**src/rtl/sum_frame_tx_if.sv**
```systemverilog
// Sum-word handshake between the adder stage (master) and the serial framer (slave).
interface sum_frame_tx_if #(
    parameter int unsigned DATA_W = 8
);
    logic [DATA_W-1:0] sum_in;
    logic              sum_valid;
    logic              sum_ready;

    modport master (output sum_in, output sum_valid, input sum_ready);
    modport slave  (input sum_in, input sum_valid, output sum_ready);
endinterface

```
**src/rtl/sum_frame_tx.sv**
```systemverilog
// Buffers adder sum words in a small FIFO and shifts each one out as an async serial frame:
// start, DATA_W data bits LSB-first, even parity, stop.
module sum_frame_tx #(
    parameter int unsigned DATA_W       = 8,
    parameter int unsigned FIFO_DEPTH   = 4,
    parameter int unsigned CLKS_PER_BIT = 4
) (
    input  logic                          clk,
    input  logic                          rst,
    sum_frame_tx_if.slave                 sum_if,
    output logic                          tx,
    output logic                          tx_busy,
    output logic [$clog2(FIFO_DEPTH):0]   fifo_level,
    output logic [7:0]                    drop_cnt
);
    localparam int unsigned PW = $clog2(FIFO_DEPTH);
    localparam int unsigned BW = (CLKS_PER_BIT > 1) ? $clog2(CLKS_PER_BIT) : 1;
    localparam int unsigned IW = (DATA_W > 1) ? $clog2(DATA_W) : 1;

    typedef enum logic [2:0] {IDLE, START, DATA, PARITY, STOP} state_t;

    state_t            state_q, state_d;
    logic [PW:0]       wr_q, wr_d;
    logic [PW:0]       rd_q, rd_d;
    logic [DATA_W-1:0] mem_q [FIFO_DEPTH];
    logic [DATA_W-1:0] shift_q, shift_d;
    logic              par_q, par_d;
    logic [BW-1:0]     bit_q, bit_d;
    logic [IW-1:0]     idx_q, idx_d;
    logic              tx_q, tx_d;
    logic              busy_q, busy_d;
    logic [7:0]        drop_q, drop_d;

    logic [PW:0]       level;
    logic              ready;
    logic              push;
    logic              load;
    logic              bit_last;
    logic              idx_last;
    logic [DATA_W-1:0] head;

    // Extra pointer bit distinguishes full from empty, so the difference is the level.
    assign level     = wr_q - rd_q;
    assign ready     = (level != (PW+1)'(FIFO_DEPTH));
    assign push      = sum_if.sum_valid && ready;
    assign bit_last  = (bit_q == BW'(CLKS_PER_BIT - 1));
    assign idx_last  = (idx_q == IW'(DATA_W - 1));
    assign head      = mem_q[rd_q[PW-1:0]];

    assign sum_if.sum_ready = ready;
    assign fifo_level       = level;
    assign tx               = tx_q;
    assign tx_busy          = busy_q;
    assign drop_cnt         = drop_q;

    always_comb begin
        state_d = state_q;
        wr_d    = wr_q;
        rd_d    = rd_q;
        shift_d = shift_q;
        par_d   = par_q;
        bit_d   = bit_q;
        idx_d   = idx_q;
        drop_d  = drop_q;
        load    = 1'b0;

        case (state_q)
            IDLE: begin
                if (level != '0) load = 1'b1;
            end
            START: begin
                if (bit_last) begin
                    bit_d   = '0;
                    idx_d   = '0;
                    state_d = DATA;
                end else begin
                    bit_d = bit_q + BW'(1);
                end
            end
            DATA: begin
                if (bit_last) begin
                    bit_d   = '0;
                    shift_d = shift_q >> 1;
                    if (idx_last) state_d = PARITY;
                    else          idx_d   = idx_q + IW'(1);
                end else begin
                    bit_d = bit_q + BW'(1);
                end
            end
            PARITY: begin
                if (bit_last) begin
                    bit_d   = '0;
                    state_d = STOP;
                end else begin
                    bit_d = bit_q + BW'(1);
                end
            end
            STOP: begin
                if (bit_last) begin
                    bit_d = '0;
                    if (level != '0) load    = 1'b1;
                    else             state_d = IDLE;
                end else begin
                    bit_d = bit_q + BW'(1);
                end
            end
            default: state_d = IDLE;
        endcase

        if (load) begin
            shift_d = head;
            par_d   = ^head;
            bit_d   = '0;
            idx_d   = '0;
            rd_d    = rd_q + (PW+1)'(1);
            state_d = START;
        end

        // Readiness comes from the registered level, so a same-cycle pop never rescues a push.
        if (push) begin
            wr_d = wr_q + (PW+1)'(1);
        end else if (sum_if.sum_valid && drop_q != 8'hFF) begin
            drop_d = drop_q + 8'd1;
        end

        // Line level is registered from the next state so tx changes on the edge that enters each bit.
        case (state_d)
            START:   tx_d = 1'b0;
            DATA:    tx_d = shift_d[0];
            PARITY:  tx_d = par_d;
            default: tx_d = 1'b1;
        endcase
        busy_d = (state_d != IDLE);
    end

    always_ff @(posedge clk) begin
        if (rst) begin
            state_q <= IDLE;
            wr_q    <= '0;
            rd_q    <= '0;
            shift_q <= '0;
            par_q   <= 1'b0;
            bit_q   <= '0;
            idx_q   <= '0;
            tx_q    <= 1'b1;
            busy_q  <= 1'b0;
            drop_q  <= '0;
        end else begin
            state_q <= state_d;
            wr_q    <= wr_d;
            rd_q    <= rd_d;
            shift_q <= shift_d;
            par_q   <= par_d;
            bit_q   <= bit_d;
            idx_q   <= idx_d;
            tx_q    <= tx_d;
            busy_q  <= busy_d;
            drop_q  <= drop_d;
        end
    end

    always_ff @(posedge clk) begin
        if (push) mem_q[wr_q[PW-1:0]] <= sum_if.sum_in;
    end
endmodule
```
**src/flat_wrapper.sv**
```systemverilog
// flat-port wrapper written by rule: the top's interface ports become plain ports
module sum_frame_tx_flat 
#(
    parameter int unsigned DATA_W       = 8,
    parameter int unsigned FIFO_DEPTH   = 4,
    parameter int unsigned CLKS_PER_BIT = 4
)
  (clk, rst, tx, tx_busy, fifo_level, drop_cnt, sum_if_sum_in, sum_if_sum_valid, sum_if_sum_ready);
  sum_frame_tx_if #(.DATA_W(DATA_W)) sum_if_i ();
  input  logic clk;
  input  logic rst;
  output logic tx;
  output logic tx_busy;
  output logic [$clog2(FIFO_DEPTH):0] fifo_level;
  output logic [7:0] drop_cnt;
  input wire logic [$bits(sum_if_i.sum_in)-1:0] sum_if_sum_in;
  input wire logic [$bits(sum_if_i.sum_valid)-1:0] sum_if_sum_valid;
  output wire logic [$bits(sum_if_i.sum_ready)-1:0] sum_if_sum_ready;
  assign sum_if_i.sum_in = sum_if_sum_in;
  assign sum_if_i.sum_valid = sum_if_sum_valid;
  assign sum_if_sum_ready = sum_if_i.sum_ready;
  sum_frame_tx #(.DATA_W(DATA_W), .FIFO_DEPTH(FIFO_DEPTH), .CLKS_PER_BIT(CLKS_PER_BIT)) u_core (.clk(clk), .rst(rst), .sum_if(sum_if_i), .tx(tx), .tx_busy(tx_busy), .fifo_level(fifo_level), .drop_cnt(drop_cnt));
endmodule
```
**config.mk**
```make
export PLATFORM = sky130hd
export DESIGN_NAME = sum_frame_tx_flat
export DESIGN_NICKNAME = d
export VERILOG_FILES = /design/src/rtl/sum_frame_tx_if.sv /design/src/rtl/sum_frame_tx.sv /design/src/flat_wrapper.sv
export SDC_FILE = /design/constraint.sdc
export NUM_CORES = 1
export LEC_CHECK = 0
export ABC_AREA = 0
export CORE_AREA = 2 2 78 80
export DETAILED_ROUTE_END_ITERATION = 16
export DIE_AREA = 0 0 80 82
export PLACE_DENSITY_LB_ADDON = 0.05
export SETUP_SLACK_MARGIN = 0.3
export SLEW_MARGIN = 30
export SYNTH_ARGS = -nofsm -noshare
export SYNTH_HDL_FRONTEND = slang
export SYNTH_SLANG_ARGS = --single-unit
```
**constraint.sdc**
```tcl
create_clock -name clk -period 3.36 [get_ports clk]
set_input_delay 1.008 -clock clk [delete_from_list [all_inputs] [get_ports clk]]
set_output_delay 1.008 -clock clk [all_outputs]
set_load 0.03 [all_outputs]
```
==> results <==
- The post-synthesis mux area share is 9.08%.
- The synthesized design contains 32 enable-type register cells.
- The share of the synthesized netlist area taken by xor and xnor gates is 6.28%.
- The H-tree depth reported by CTS is 3.
- During synthesis, Yosys emitted a total of 0 warnings.
- The largest buffer count on any clock path is 2.
- The number of nets in the layout is about 300.
- The number of standard cells in the layout, taps in and fillers out is 355.
- Summed over all cells, the static leakage comes to 1.23 nW.
- The via count of the first global-routing pass is roughly 1,800.
- The count of unique library cells instantiated by Yosys is 50.
- The sort of element at the end of the critical path is an output pin.
- The tree is rooted in a clkbuf_8.
- Dividing the detail-routed wire length by the instance count gives between 10 and 15 um.
- The initial core utilization is 53.0%.
- The total overflow left after global routing is 0.
- The mapped netlist covers 0.00305 sq mm.
- Compared with the post-synthesis result, the final layout area differs by 15.1%.
- The synthesized area per cell is 12.2 sq um.
- In this run the worst path has a maximum fanout of 4.
- The count of antenna-violating nets left after detailed routing is 0.
- Entering global routing, the biggest net connects 30 pins.
- The initial antenna violation count is 0.
- For this design the ratio of total power to cell area is 867 mW/mm^2.
- The total negative setup slack is 0 ns.
- The number of placed cells counting well taps is 338.
- Counting flops with an async set or reset pin after synthesis yields a share of 0%.
- Dividing the detail-routed via count by the number of cells gives 5.28.
- The critical path is of the reg -> out type.
- The sum of routed wire length over all layers is 5.09 mm.
- Synthesis produced a netlist whose cell count is 249.
- The upper clock frequency limit is 342 MHz.
- The port buffer count is 24.
- The total global-route track usage is 17.4%.
- TritonCTS built the clock tree.
- The synthesized netlist devotes 8.13% of its cell area to compound gates.
- The main combinational cell family by area after synthesis is simple AND/OR/NAND/NOR gates.
- The post-synth net total is roughly 270.
- Clock-pin slew was measured on the worst setup and hold paths at 0.08 ns.
- The count of max-cap constraint violations is 0.
- The run finished with clean final reports.
- The final-report setup violation count is 0.
- The core outline area is about 0.0057 sq mm.
- The number of clock buffers added by TritonCTS is 9.
- The slew of the pin with the lowest slew margin is approximately 0.5 ns.
- For this run, the leading register cell type out of synthesis is dfxtp_1.
- Headroom to the max-slew limit came out at 66.0%.
- The final-report hold violation count was 0.
- The share of synthesized cell area in full adder, half adder and majority cells is 4.76%.
- The tightest hold margin is around 0.47 ns.
- The global-route wire length before repair is roughly 8.5 mm.
- The worst hold path class is reg -> reg.
- After the first detailed-routing iteration, the DRC count stood at between 90 and 100.
- The number of slew-limit violations in the final report is 0.
- The smallest clock period supported by the final layout is computed as 2.93 ns.
- The die covers 0.00656 sq mm.
- The detailed placement HPWL is between 3 and 4 mm.
- Counting flops and latches in the post-synthesis netlist gives 67.
- The worst path required time is between 2 and 2.5 ns.
- The antenna diode instance count is 0.
- The clock insertion delay at the later pin of the skew report is 0.35 ns.
- For the worst setup path, the data arrival time is between 1.5 and 2 ns.
- For the final database, setup skew stands at 0.0135 ns.
- The final critical path takes up between 80% and 90% of the cycle.
- The die height is 82 um.
- The post-route netlist has 13.6% of its cells at a drive strength greater than 1.
- Setup repair after global routing left no endpoint under its margin.
- The synthesized netlist devotes 13.6% of its cell area to simple gates.
- The clock net sink count is 67.
- Sequential elements use 54.5% of the synthesized area.
- For this design the top-level I/O count stands at 25.
- The congestion estimate from routability-driven global placement came to 0.781.
- The routed layout has 1,873 vias.
- STA classifies the critical path startpoint as a flip-flop.
- The width of the chip is 80 um.
- VDD sags by at most 0.457 mV.
- The first detailed-routing pass took 6 iterations.
- The initialized floorplan defines 28 standard-cell rows.
- After detailed routing, the number of remaining DRC violations is 0.
- The number of buffers inserted for hold repair after clock tree synthesis is 0.
[power breakdown]
part	leakage [nW]	total [mW]	internal [mW]	switching, mW
clock	0.0896	0.592	0.271	0.321
sequential	0.580	1.15	1.04	0.112
combinational	0.564	1.30	0.571	0.725
[logic make-up (layout without fill, tap and decap cells)]
family / after synthesis / in the layout
and+or+nand+nor: 82 / 82
DFF: 67 / 67
AOI/OAI and AO/OA: 34 / 34
xor gates and xnor gates: 20 / 20
buffers and inverters: 20 / 51
muxes: 15 / 15
adders and majority gates: 11 / 11
[stage by stage]
stage,util [%],power [mW],area (sq um),worst slack [ns]
2_1_floorplan,-,2.21,3050,0.685
3_3_place_gp,57.9,2.48,3330,0.222
3_5_place_dp,57.9,2.48,3330,0.195
4_1_cts,61.1,3.09,3510,0.128
5_1_grt,61.0,3.27,3510,0.376
6_report,61.0,3.04,3510,0.434
[worst paths after layout]
kind / start / to / slack (ns) / cells after the start
hold reg to reg: u_core.idx_q[1] / u_core.idx_q[1] / 0.47 / 2
hold / removal: u_core.idx_q[1] / u_core.idx_q[1] / 0.47 / 2
setup reg to reg: u_core.wr_q[0] / u_core.mem_q[2][4] / 1.09 / 7
setup / recovery: u_core.wr_q[0] / fifo_level[1] / 0.43 / 5
[Yosys cell counts (2+ instances only)]
cell type	number	share of area, %
dfxtp_1	35	23
nor4_1	3	0.62
buf_6	3	1.1
nand4_1	3	0.62
xnor2_1	17	4.9
nand2_1	16	2.0
or3_1	2	0.41
nand3b_1	2	0.49
nand3_1	7	1.1
a21oi_1	11	1.8
ha_1	10	4.1
buf_2	4	0.66
and3_1	3	0.62
clkbuf_1	4	0.49
mux2i_1	7	2.3
mux4_1	7	6.0
nand2b_1	4	0.82
inv_1	7	0.86
nor3_1	5	0.82
xor2_1	2	0.58
a31oi_1	2	0.41
a211oi_2	5	2.1
edfxtp_1	32	32
a22oi_1	2	0.49
o21ai_0	4	0.66
nor2_1	28	3.4
[layout by cell type (no fill, tap or decap), types with 2 or more instances in the layout]
| master | synthesis | final |
|---|---|---|
| a211oi_2 | 5 | 5 |
| a21oi_1 | 11 | 11 |
| a22oi_1 | 2 | 2 |
| a31oi_1 | 2 | 2 |
| and3_1 | 3 | 3 |
| buf_4 | 0 | 5 |
| clkbuf_8 | 0 | 9 |
| clkdlybuf4s50_1 | 0 | 21 |
| clkinv_2 | 0 | 2 |
| clkinv_4 | 0 | 3 |
| dfxtp_1 | 35 | 34 |
| edfxtp_1 | 32 | 32 |
| ha_1 | 10 | 10 |
| inv_1 | 7 | 6 |
| mux2i_1 | 7 | 7 |
| mux4_1 | 7 | 7 |
| nand2_1 | 16 | 16 |
| nand2b_1 | 4 | 4 |
| nand3_1 | 7 | 7 |
| nand3b_1 | 2 | 2 |
| nand4_1 | 3 | 3 |
| nor2_1 | 28 | 28 |
| nor3_1 | 5 | 5 |
| nor4_1 | 3 | 3 |
| o21ai_0 | 4 | 4 |
| or3_1 | 2 | 2 |
| xnor2_1 | 17 | 17 |
| xor2_1 | 2 | 2 |
[cell type report]
cell class | count | area, sq um
flip-flops and latches | 67 | 1660
multi-input cells | 162 | 1280
clock inverters | 7 | 52.6
well taps | 75 | 93.8
repair buffers | 28 | 262
fillers | 500 | 2240
clock buffers | 9 | 124
inverters | 7 | 26.3
[routing by layer]
metal | routed length [um] | track usage, % | vias up
met1 | 2510 | 23.1 | 886
met5 | 0 | 0 | -
li1 | - | - | 961
met2 | 2390 | 26.9 | 19
met3 | 128 | 4.95 | 7
met4 | 63 | 7.63 | 0
[critical path, stage by stage, from the launching register on]
cell and delay [ns]:
dfxtp_2 0.35, inv_2 0.06, ha_1 0.19, fa_2 0.58, inv_1 0.05, dlygate4sd2_1 0.35
[sequential cells by signal, indices dropped and copies added, names as in the netlist, named ones only]
name             count
u_core.bit_q         2
u_core.drop_cnt      8
u_core.idx_q         3
u_core.mem_q        32
u_core.par_q         1
u_core.rd_q          3
u_core.shift_q       8
u_core.state_q       3
u_core.tx            1
u_core.tx_busy       1
u_core.wr_q          3
[what timing repair did]
action / in CTS / in global routing
pin swaps: 1 / 1
buffers inserted: 1 / 0
hold endpoints to repair: 0 / 0
resized for setup: 11 / 2
endpoints found under the setup margin: 3 / 2
Note: power is estimated with default switching activity, not from simulation.
